[src/rtl/reorder_buffer_if.sv]
// Dispatch/completion/retire bundle for the reorder buffer.
// slave = the ROB itself; master = the core side driving dispatch and ALU results.
interface reorder_buffer_if #(
    parameter int DEPTH        = 16,
    parameter int IDX_W        = 4,
    parameter int PREG_WIDTH   = 6,
    parameter int AREG_WIDTH   = 5,
    parameter int DATA_WIDTH   = 32,
    parameter int NUM_CMPL     = 2,
    parameter int RETIRE_WIDTH = 2
) ();
    logic                               flush;

    logic                               alloc_valid;
    logic                               alloc_ready;
    logic                               alloc_reg_write;
    logic [AREG_WIDTH-1:0]              alloc_rd;
    logic [PREG_WIDTH-1:0]              alloc_prd;
    logic [PREG_WIDTH-1:0]              alloc_old_prd;
    logic [11:0]                        alloc_pc;
    logic [IDX_W-1:0]                   alloc_idx;

    logic [NUM_CMPL-1:0]                cmpl_valid;
    logic [NUM_CMPL*IDX_W-1:0]          cmpl_idx;
    logic [NUM_CMPL*DATA_WIDTH-1:0]     cmpl_data;

    logic [RETIRE_WIDTH-1:0]            ret_valid;
    logic [RETIRE_WIDTH-1:0]            ret_reg_write;
    logic [RETIRE_WIDTH*AREG_WIDTH-1:0] ret_rd;
    logic [RETIRE_WIDTH*PREG_WIDTH-1:0] ret_prd;
    logic [RETIRE_WIDTH*DATA_WIDTH-1:0] ret_data;
    logic [RETIRE_WIDTH*12-1:0]         ret_pc;
    logic [RETIRE_WIDTH-1:0]            free_push;
    logic [RETIRE_WIDTH*PREG_WIDTH-1:0] free_preg;
    logic [IDX_W:0]                     count;
    logic                               empty;

    modport slave (
        input  flush, alloc_valid, alloc_reg_write, alloc_rd, alloc_prd, alloc_old_prd, alloc_pc,
        input  cmpl_valid, cmpl_idx, cmpl_data,
        output alloc_ready, alloc_idx, ret_valid, ret_reg_write, ret_rd, ret_prd, ret_data, ret_pc,
        output free_push, free_preg, count, empty
    );

    modport master (
        output flush, alloc_valid, alloc_reg_write, alloc_rd, alloc_prd, alloc_old_prd, alloc_pc,
        output cmpl_valid, cmpl_idx, cmpl_data,
        input  alloc_ready, alloc_idx, ret_valid, ret_reg_write, ret_rd, ret_prd, ret_data, ret_pc,
        input  free_push, free_preg, count, empty
    );
endinterface

[src/rtl/reorder_buffer.sv]
// In-order commit queue: one entry per dispatch, results captured from NUM_CMPL ports, up to RETIRE_WIDTH in-order retires/cycle.
// Completion -> retire is at least one cycle; alloc_ready drops when full or flushing, dropped allocs leave no state.
module reorder_buffer #(
    parameter int DEPTH        = 16,
    parameter int IDX_W        = 4,
    parameter int PREG_WIDTH   = 6,
    parameter int AREG_WIDTH   = 5,
    parameter int DATA_WIDTH   = 32,
    parameter int NUM_CMPL     = 2,
    parameter int RETIRE_WIDTH = 2
) (
    input  logic             clk,
    input  logic             rst,
    reorder_buffer_if.slave  rob
);
    localparam int PTR_W = IDX_W + 1;

    logic [PTR_W-1:0]      head_q, head_d;
    logic [PTR_W-1:0]      tail_q, tail_d;
    logic [DEPTH-1:0]      valid_q, valid_d;
    logic [DEPTH-1:0]      done_q, done_d;

    logic [DEPTH-1:0]      reg_write_q, reg_write_d;
    logic [AREG_WIDTH-1:0] rd_q      [DEPTH];
    logic [AREG_WIDTH-1:0] rd_d      [DEPTH];
    logic [PREG_WIDTH-1:0] prd_q     [DEPTH];
    logic [PREG_WIDTH-1:0] prd_d     [DEPTH];
    logic [PREG_WIDTH-1:0] old_prd_q [DEPTH];
    logic [PREG_WIDTH-1:0] old_prd_d [DEPTH];
    logic [11:0]           pc_q      [DEPTH];
    logic [11:0]           pc_d      [DEPTH];
    logic [DATA_WIDTH-1:0] data_q    [DEPTH];
    logic [DATA_WIDTH-1:0] data_d    [DEPTH];

    logic                  full;
    logic                  alloc_fire;
    logic [IDX_W-1:0]      tail_idx;
    logic [IDX_W-1:0]      ridx [RETIRE_WIDTH];
    logic [RETIRE_WIDTH-1:0] ret_vld;
    logic [PTR_W-1:0]      ret_cnt;
    logic                  chain;
    logic [IDX_W-1:0]      cidx;

    // Pointers carry a wrap bit so full and empty are distinguishable at equal indices.
    always_comb begin
        tail_idx   = tail_q[IDX_W-1:0];
        full       = (tail_idx == head_q[IDX_W-1:0]) && (tail_q[IDX_W] != head_q[IDX_W]);
        alloc_fire = rob.alloc_valid && !full && !rob.flush;
    end

    assign rob.alloc_ready = !full && !rob.flush;
    assign rob.alloc_idx   = tail_idx;
    assign rob.count       = tail_q - head_q;
    assign rob.empty       = (tail_q == head_q);

    // Retire lanes form a thermometer: each lane needs every older lane to retire too.
    always_comb begin
        ret_vld = '0;
        ret_cnt = '0;
        chain   = !rob.flush;
        for (int i = 0; i < RETIRE_WIDTH; i++) begin
            ridx[i]    = head_q[IDX_W-1:0] + IDX_W'(i);
            chain      = chain && valid_q[ridx[i]] && done_q[ridx[i]];
            ret_vld[i] = chain;
            if (chain) begin
                ret_cnt = ret_cnt + PTR_W'(1);
            end
        end
    end

    always_comb begin
        rob.ret_valid     = ret_vld;
        rob.ret_reg_write = '0;
        rob.ret_rd        = '0;
        rob.ret_prd       = '0;
        rob.ret_data      = '0;
        rob.ret_pc        = '0;
        rob.free_push     = '0;
        rob.free_preg     = '0;
        for (int i = 0; i < RETIRE_WIDTH; i++) begin
            rob.ret_reg_write[i]                        = reg_write_q[ridx[i]];
            rob.ret_rd[i*AREG_WIDTH +: AREG_WIDTH]      = rd_q[ridx[i]];
            rob.ret_prd[i*PREG_WIDTH +: PREG_WIDTH]     = prd_q[ridx[i]];
            rob.ret_data[i*DATA_WIDTH +: DATA_WIDTH]    = data_q[ridx[i]];
            rob.ret_pc[i*12 +: 12]                      = pc_q[ridx[i]];
            rob.free_push[i]                            = ret_vld[i] && reg_write_q[ridx[i]];
            rob.free_preg[i*PREG_WIDTH +: PREG_WIDTH]   = old_prd_q[ridx[i]];
        end
    end

    // Order inside the non-flush branch: completions, then retire clears, then the new allocation.
    always_comb begin
        head_d      = head_q;
        tail_d      = tail_q;
        valid_d     = valid_q;
        done_d      = done_q;
        reg_write_d = reg_write_q;
        rd_d        = rd_q;
        prd_d       = prd_q;
        old_prd_d   = old_prd_q;
        pc_d        = pc_q;
        data_d      = data_q;
        cidx        = '0;

        if (rob.flush) begin
            head_d  = '0;
            tail_d  = '0;
            valid_d = '0;
            done_d  = '0;
        end else begin
            // Walk ports high to low so the lowest port's write lands last and wins.
            for (int k = NUM_CMPL - 1; k >= 0; k--) begin
                cidx = rob.cmpl_idx[k*IDX_W +: IDX_W];
                if (rob.cmpl_valid[k] && valid_q[cidx]) begin
                    done_d[cidx] = 1'b1;
                    data_d[cidx] = rob.cmpl_data[k*DATA_WIDTH +: DATA_WIDTH];
                end
            end

            for (int i = 0; i < RETIRE_WIDTH; i++) begin
                if (ret_vld[i]) begin
                    valid_d[ridx[i]] = 1'b0;
                    done_d[ridx[i]]  = 1'b0;
                end
            end
            head_d = head_q + ret_cnt;

            if (alloc_fire) begin
                valid_d[tail_idx]     = 1'b1;
                done_d[tail_idx]      = 1'b0;
                reg_write_d[tail_idx] = rob.alloc_reg_write;
                rd_d[tail_idx]        = rob.alloc_rd;
                prd_d[tail_idx]       = rob.alloc_prd;
                old_prd_d[tail_idx]   = rob.alloc_old_prd;
                pc_d[tail_idx]        = rob.alloc_pc;
                tail_d                = tail_q + PTR_W'(1);
            end
        end
    end

    always_ff @(posedge clk or posedge rst) begin
        if (rst) begin
            head_q  <= '0;
            tail_q  <= '0;
            valid_q <= '0;
            done_q  <= '0;
        end else begin
            head_q  <= head_d;
            tail_q  <= tail_d;
            valid_q <= valid_d;
            done_q  <= done_d;
        end
    end

    // Payload is qualified by valid/done, so it needs no reset.
    always_ff @(posedge clk) begin
        reg_write_q <= reg_write_d;
        rd_q        <= rd_d;
        prd_q       <= prd_d;
        old_prd_q   <= old_prd_d;
        pc_q        <= pc_d;
        data_q      <= data_d;
    end
endmodule

[src/flat_wrapper.sv]
// flat-port wrapper written by rule: the top's interface ports become plain ports
module reorder_buffer_flat 
#(
    parameter int DEPTH        = 16,
    parameter int IDX_W        = 4,
    parameter int PREG_WIDTH   = 6,
    parameter int AREG_WIDTH   = 5,
    parameter int DATA_WIDTH   = 32,
    parameter int NUM_CMPL     = 2,
    parameter int RETIRE_WIDTH = 2
)
  (clk, rst, rob_flush, rob_alloc_valid, rob_alloc_reg_write, rob_alloc_rd, rob_alloc_prd, rob_alloc_old_prd, rob_alloc_pc, rob_cmpl_valid, rob_cmpl_idx, rob_cmpl_data, rob_alloc_ready, rob_alloc_idx, rob_ret_valid, rob_ret_reg_write, rob_ret_rd, rob_ret_prd, rob_ret_data, rob_ret_pc, rob_free_push, rob_free_preg, rob_count, rob_empty);
  reorder_buffer_if #(.DEPTH(DEPTH), .IDX_W(IDX_W), .PREG_WIDTH(PREG_WIDTH), .AREG_WIDTH(AREG_WIDTH), .DATA_WIDTH(DATA_WIDTH), .NUM_CMPL(NUM_CMPL), .RETIRE_WIDTH(RETIRE_WIDTH)) rob_i ();
  input  logic clk;
  input  logic rst;
  input wire logic [$bits(rob_i.flush)-1:0] rob_flush;
  input wire logic [$bits(rob_i.alloc_valid)-1:0] rob_alloc_valid;
  input wire logic [$bits(rob_i.alloc_reg_write)-1:0] rob_alloc_reg_write;
  input wire logic [$bits(rob_i.alloc_rd)-1:0] rob_alloc_rd;
  input wire logic [$bits(rob_i.alloc_prd)-1:0] rob_alloc_prd;
  input wire logic [$bits(rob_i.alloc_old_prd)-1:0] rob_alloc_old_prd;
  input wire logic [$bits(rob_i.alloc_pc)-1:0] rob_alloc_pc;
  input wire logic [$bits(rob_i.cmpl_valid)-1:0] rob_cmpl_valid;
  input wire logic [$bits(rob_i.cmpl_idx)-1:0] rob_cmpl_idx;
  input wire logic [$bits(rob_i.cmpl_data)-1:0] rob_cmpl_data;
  output wire logic [$bits(rob_i.alloc_ready)-1:0] rob_alloc_ready;
  output wire logic [$bits(rob_i.alloc_idx)-1:0] rob_alloc_idx;
  output wire logic [$bits(rob_i.ret_valid)-1:0] rob_ret_valid;
  output wire logic [$bits(rob_i.ret_reg_write)-1:0] rob_ret_reg_write;
  output wire logic [$bits(rob_i.ret_rd)-1:0] rob_ret_rd;
  output wire logic [$bits(rob_i.ret_prd)-1:0] rob_ret_prd;
  output wire logic [$bits(rob_i.ret_data)-1:0] rob_ret_data;
  output wire logic [$bits(rob_i.ret_pc)-1:0] rob_ret_pc;
  output wire logic [$bits(rob_i.free_push)-1:0] rob_free_push;
  output wire logic [$bits(rob_i.free_preg)-1:0] rob_free_preg;
  output wire logic [$bits(rob_i.count)-1:0] rob_count;
  output wire logic [$bits(rob_i.empty)-1:0] rob_empty;
  assign rob_i.flush = rob_flush;
  assign rob_i.alloc_valid = rob_alloc_valid;
  assign rob_i.alloc_reg_write = rob_alloc_reg_write;
  assign rob_i.alloc_rd = rob_alloc_rd;
  assign rob_i.alloc_prd = rob_alloc_prd;
  assign rob_i.alloc_old_prd = rob_alloc_old_prd;
  assign rob_i.alloc_pc = rob_alloc_pc;
  assign rob_i.cmpl_valid = rob_cmpl_valid;
  assign rob_i.cmpl_idx = rob_cmpl_idx;
  assign rob_i.cmpl_data = rob_cmpl_data;
  assign rob_alloc_ready = rob_i.alloc_ready;
  assign rob_alloc_idx = rob_i.alloc_idx;
  assign rob_ret_valid = rob_i.ret_valid;
  assign rob_ret_reg_write = rob_i.ret_reg_write;
  assign rob_ret_rd = rob_i.ret_rd;
  assign rob_ret_prd = rob_i.ret_prd;
  assign rob_ret_data = rob_i.ret_data;
  assign rob_ret_pc = rob_i.ret_pc;
  assign rob_free_push = rob_i.free_push;
  assign rob_free_preg = rob_i.free_preg;
  assign rob_count = rob_i.count;
  assign rob_empty = rob_i.empty;
  reorder_buffer #(.DEPTH(DEPTH), .IDX_W(IDX_W), .PREG_WIDTH(PREG_WIDTH), .AREG_WIDTH(AREG_WIDTH), .DATA_WIDTH(DATA_WIDTH), .NUM_CMPL(NUM_CMPL), .RETIRE_WIDTH(RETIRE_WIDTH)) u_core (.clk(clk), .rst(rst), .rob(rob_i));
endmodule
[config.mk]
export PLATFORM = sky130hd
export DESIGN_NAME = reorder_buffer_flat
export DESIGN_NICKNAME = d
export VERILOG_FILES = /design/src/rtl/reorder_buffer_if.sv /design/src/rtl/reorder_buffer.sv /design/src/flat_wrapper.sv
export SDC_FILE = /design/constraint.sdc
export NUM_CORES = 2
export LEC_CHECK = 0
export CAP_MARGIN = 10
export CORE_AREA = 10 10 354 356
export DETAILED_ROUTE_END_ITERATION = 6
export DIE_AREA = 0 0 364 366
export HOLD_SLACK_MARGIN = 0.03
export PLACE_DENSITY_LB_ADDON = 0.08
export SETUP_SLACK_MARGIN = 0.02
export SKIP_CTS_REPAIR_TIMING = 1
export SLEW_MARGIN = 20
export SYNTH_ARGS = -nofsm -noshare
export SYNTH_HDL_FRONTEND = slang
export SYNTH_SLANG_ARGS = --single-unit
[constraint.sdc]
create_clock -name clk -period 4.5 [get_ports clk]
set_clock_uncertainty 0.05 [all_clocks]
set_input_delay 0.45 -clock clk [delete_from_list [all_inputs] [get_ports clk]]
set_output_delay 0.45 -clock clk [all_outputs]
set_load 0.01 [all_outputs]
==> key figures <==
Die
  – Site row count: between 100 and 150
  – Starting Density: between 40% and 50%
  – CORE AREA: around 0.12 mm2
  – Die area: 0.133 mm2
  – Die height: ~370 um
  – I/O Pins: 247
  – Die width: roughly 360 um

Logic synthesis
  – Ys flop type: edfxtp_1
  – Post-synthesis adder-cell area fraction: less than 1%
  – Number of flops mapped to enable cells by yosys: between 900 and 1000
  – Largest family of logic cells by synthesized area: multiplexers
  – Ys async rst share: under 10%
  – Post-Synth XOR/XNOR Area: less than 1%
  – Yosys reg bits: about 1000
  – Simple-gate portion of the synthesized area: 4.97%
  – Netlist cell types: 63
  – Post-synthesis mux area share: roughly a third
  – Mean Syn Cell Area: 14.8 um2
  – Sequential-to-total area share from yosys stat: a little over half
  – Top post-synthesis cells by area: edfxtp_1 (51%), mux4_2 (24%), mux2i_1 (8.8%)
  – Synth area leader: edfxtp_1
  – Post-synthesis cell count: 3960
  – Compound-Gate Fraction of Synth Area: approximately 5.4%
  – Synth cell count leaders: edfxtp_1 (992), mux4_2 (629), mux2i_1 (516)
  – Area share of the largest cell type after synthesis: 50.8%
  – Synth warn: 0
  – Top-count cell post-synth: edfxtp_1
  – Post-Syn Area: between 0.05 and 0.06 mm2
  – Synthesized Nets: a little over 4000

STA
  – Slew HR: a little under a quarter
  – Final hold slack: approximately 0.11 ns
  – RSZ-0062 raised after global routing: yes
  – Fin. max-slew vios: 0
  – Min cycle time layout: 4.41 ns
  – Final hold viol count: 0
  – Final period util: a little over nine tenths
  – Slew @ Worst Pin: around 1.1 ns
  – Maximum clock frequency: roughly 230 MHz
  – Final setup fails: 0

Placement
  – Placer Congestion: about 0.9
  – Port-buffer cells: 246
  – HPWL Detailed: 97800 um

CTS
  – Skew-Pair Late Insertion Delay: 0.75 ns
  – Clock transition at path regs: 0.06 ns
  – Clock Path Buffers: 3
  – Root buffer cell: clkbuf_16
  – TritonCTS buffer count: around 110
  – CTS tree: built
  – Max H-tree Level: 3
  – Clk sinks: roughly 1000

Worst setup path
  – Setup crit start kind: flop
  – Cells along the critical path: inv_1 -> ha_4 -> buf_16 -> buf_12 -> mux4_2 -> mux4_2 -> clkdlybuf4s50_1
  – CP Capture Type: output pin
  – Crit path kind: flop to output pin
  – Reg2reg start: u_core.head_q[0]
  – Reg-to-reg slack, setup: roughly 0.75 ns
  – CP max stage delay: ~0.57 ns
  – CP arrival: roughly 3.9 ns
  – Data required, critical path: 4.00 ns
  – Most used cell, CP: mux4_2
  – Crit Path Max Fanout: 28
  – CP max-delay cell: mux4_2
  – Crit. Startpoint: u_core.head_q[1]

Drt
  – Post-route DRC: 0
  – WL per Instance: ~32 um
  – DR vias: around 37000
  – WL final: ~180000 um
  – Post-route ant nets: 0
  – Router iterations before antenna repair: 5
  – Drt initial violations: between 4000 and 5000
  – Drt via density: 6.66

Pwr
  – PwrDens: 334 mW/mm2
  – Leakage: about 0.021 uW
  – Total Power: roughly 22000 uW
  – Worst vdd ir: about 0.33 mV

Global route
  – Gr usage total: a little over a quarter
  – Met2 Use GR: around 44%
  – GRT met1 Usage: 35.8%
  – GRT met3 Usage: under 10%
  – First-pass GRT wire length: roughly 260000 um
  – Total grt overflow: 0
  – Pin count of the biggest net entering global routing: between 100 and 150
  – GR peak layer: met2
  – Initial antenna violation count: 19
  – Vias in the first global route: around 37000

Finish
  – Multi-input logic area: ~0.026 mm2
  – Fill count: around 9200
  – Sequential Area: 0.0309 mm2
  – Core Util, Final: a little under three fifths
  – Layout cells sized above 1: approximately a quarter
  – Layout area overhead: 13.6%
  – NumNets Final: between 4000 and 5000

Min path
  – Worst hold path class: input pin to asynchronous set/reset pin

Outcome
  – Status: finished clean

Job
  – Max-cap violations: 0
-- placed cells by master, fill, tap and decap left out, types with 35 or more instances in the layout --
master           instances
dfrtp_1                 38
mux2i_1                516
nand2_1                424
buf_4                   35
mux4_2                 629
edfxtp_1               992
clkdlybuf4s50_1        225
o21ai_0                391
clkbuf_16              120
nor2_1                 148
a21oi_1                136
-- worst paths after layout --
check	to	cells after the start
max in group asynchronous	u_core.head_q[1]	3
setup reg to reg	u_core.head_q[4]	12
setup / recovery	rob_ret_pc[23]	7
min in group clk	u_core.tail_q[0]	2
hold / removal	u_core.tail_q[2]	3
hold reg to reg	u_core.tail_q[4]	2
-- metrics by stage --
stage	setup WS [ns]	TNS, ns	area, um2	std cells
CTS	-0.242	-2.50	66300	5606
global placement	0.588	0	62500	5392
floorplan	0.427	0	58700	3960
detailed placement	0.555	0	62500	5392
finish	0.0892	0	66600	5617
global route	0.0121	0	66600	5614
-- registers in the layout (all words and copies together) (netlist names) --
signal	cells
u_core.pc_q	192
u_core.head_q	5
u_core.data_q	512
u_core.valid_q	16
u_core.done_q	16
u_core.tail_q	5
u_core.prd_q	96
u_core.old_prd_q	96
u_core.reg_write_q	16
u_core.rd_q	80
-- final cells by class --
cell class              count  area share [%]
repair buffers            326            5.53
well taps                1536            2.88
diodes                      5          0.0188
clock buffers             135            4.40
multi-input cells        2459            39.2
inverters                  43           0.261
clock inverters            79            1.40
flip-flops and latches   1034            46.3
-- cell families after synthesis --
logic type	after synthesis
AOI/OAI and AO/OA	578
buffers and inverters	467
and+or+nand+nor	698
DFF	1034
xor gates and xnor gates	14
adders and majority gates	20
muxes	1149
-- worst max-delay path: cells and delay by family (launching register included) --
kind                     cells  cell delay, ns
buffers and inverters        4            1.17
multiplexers                 2            1.10
flip-flops                   1            0.51
adder cells (fa/ha/maj)      1            0.36
-- metal layers --
layer  routed length (um)  part of all wire (%)
met5                  114                 0.063
met3                14400                   7.9
met1                72200                    40
met2                89100                    49
met4                 5450                   3.0
-- report_power, final --
group | internal [uW] | leakage (uW) | switching (uW)
combinational | 633 | 0.00897 | 709
sequential | 10900 | 0.00991 | 226
clock | 5640 | 0.00186 | 4110
total | 17200 | 0.0207 | 5040
Power figures use the tool's default switching activity.
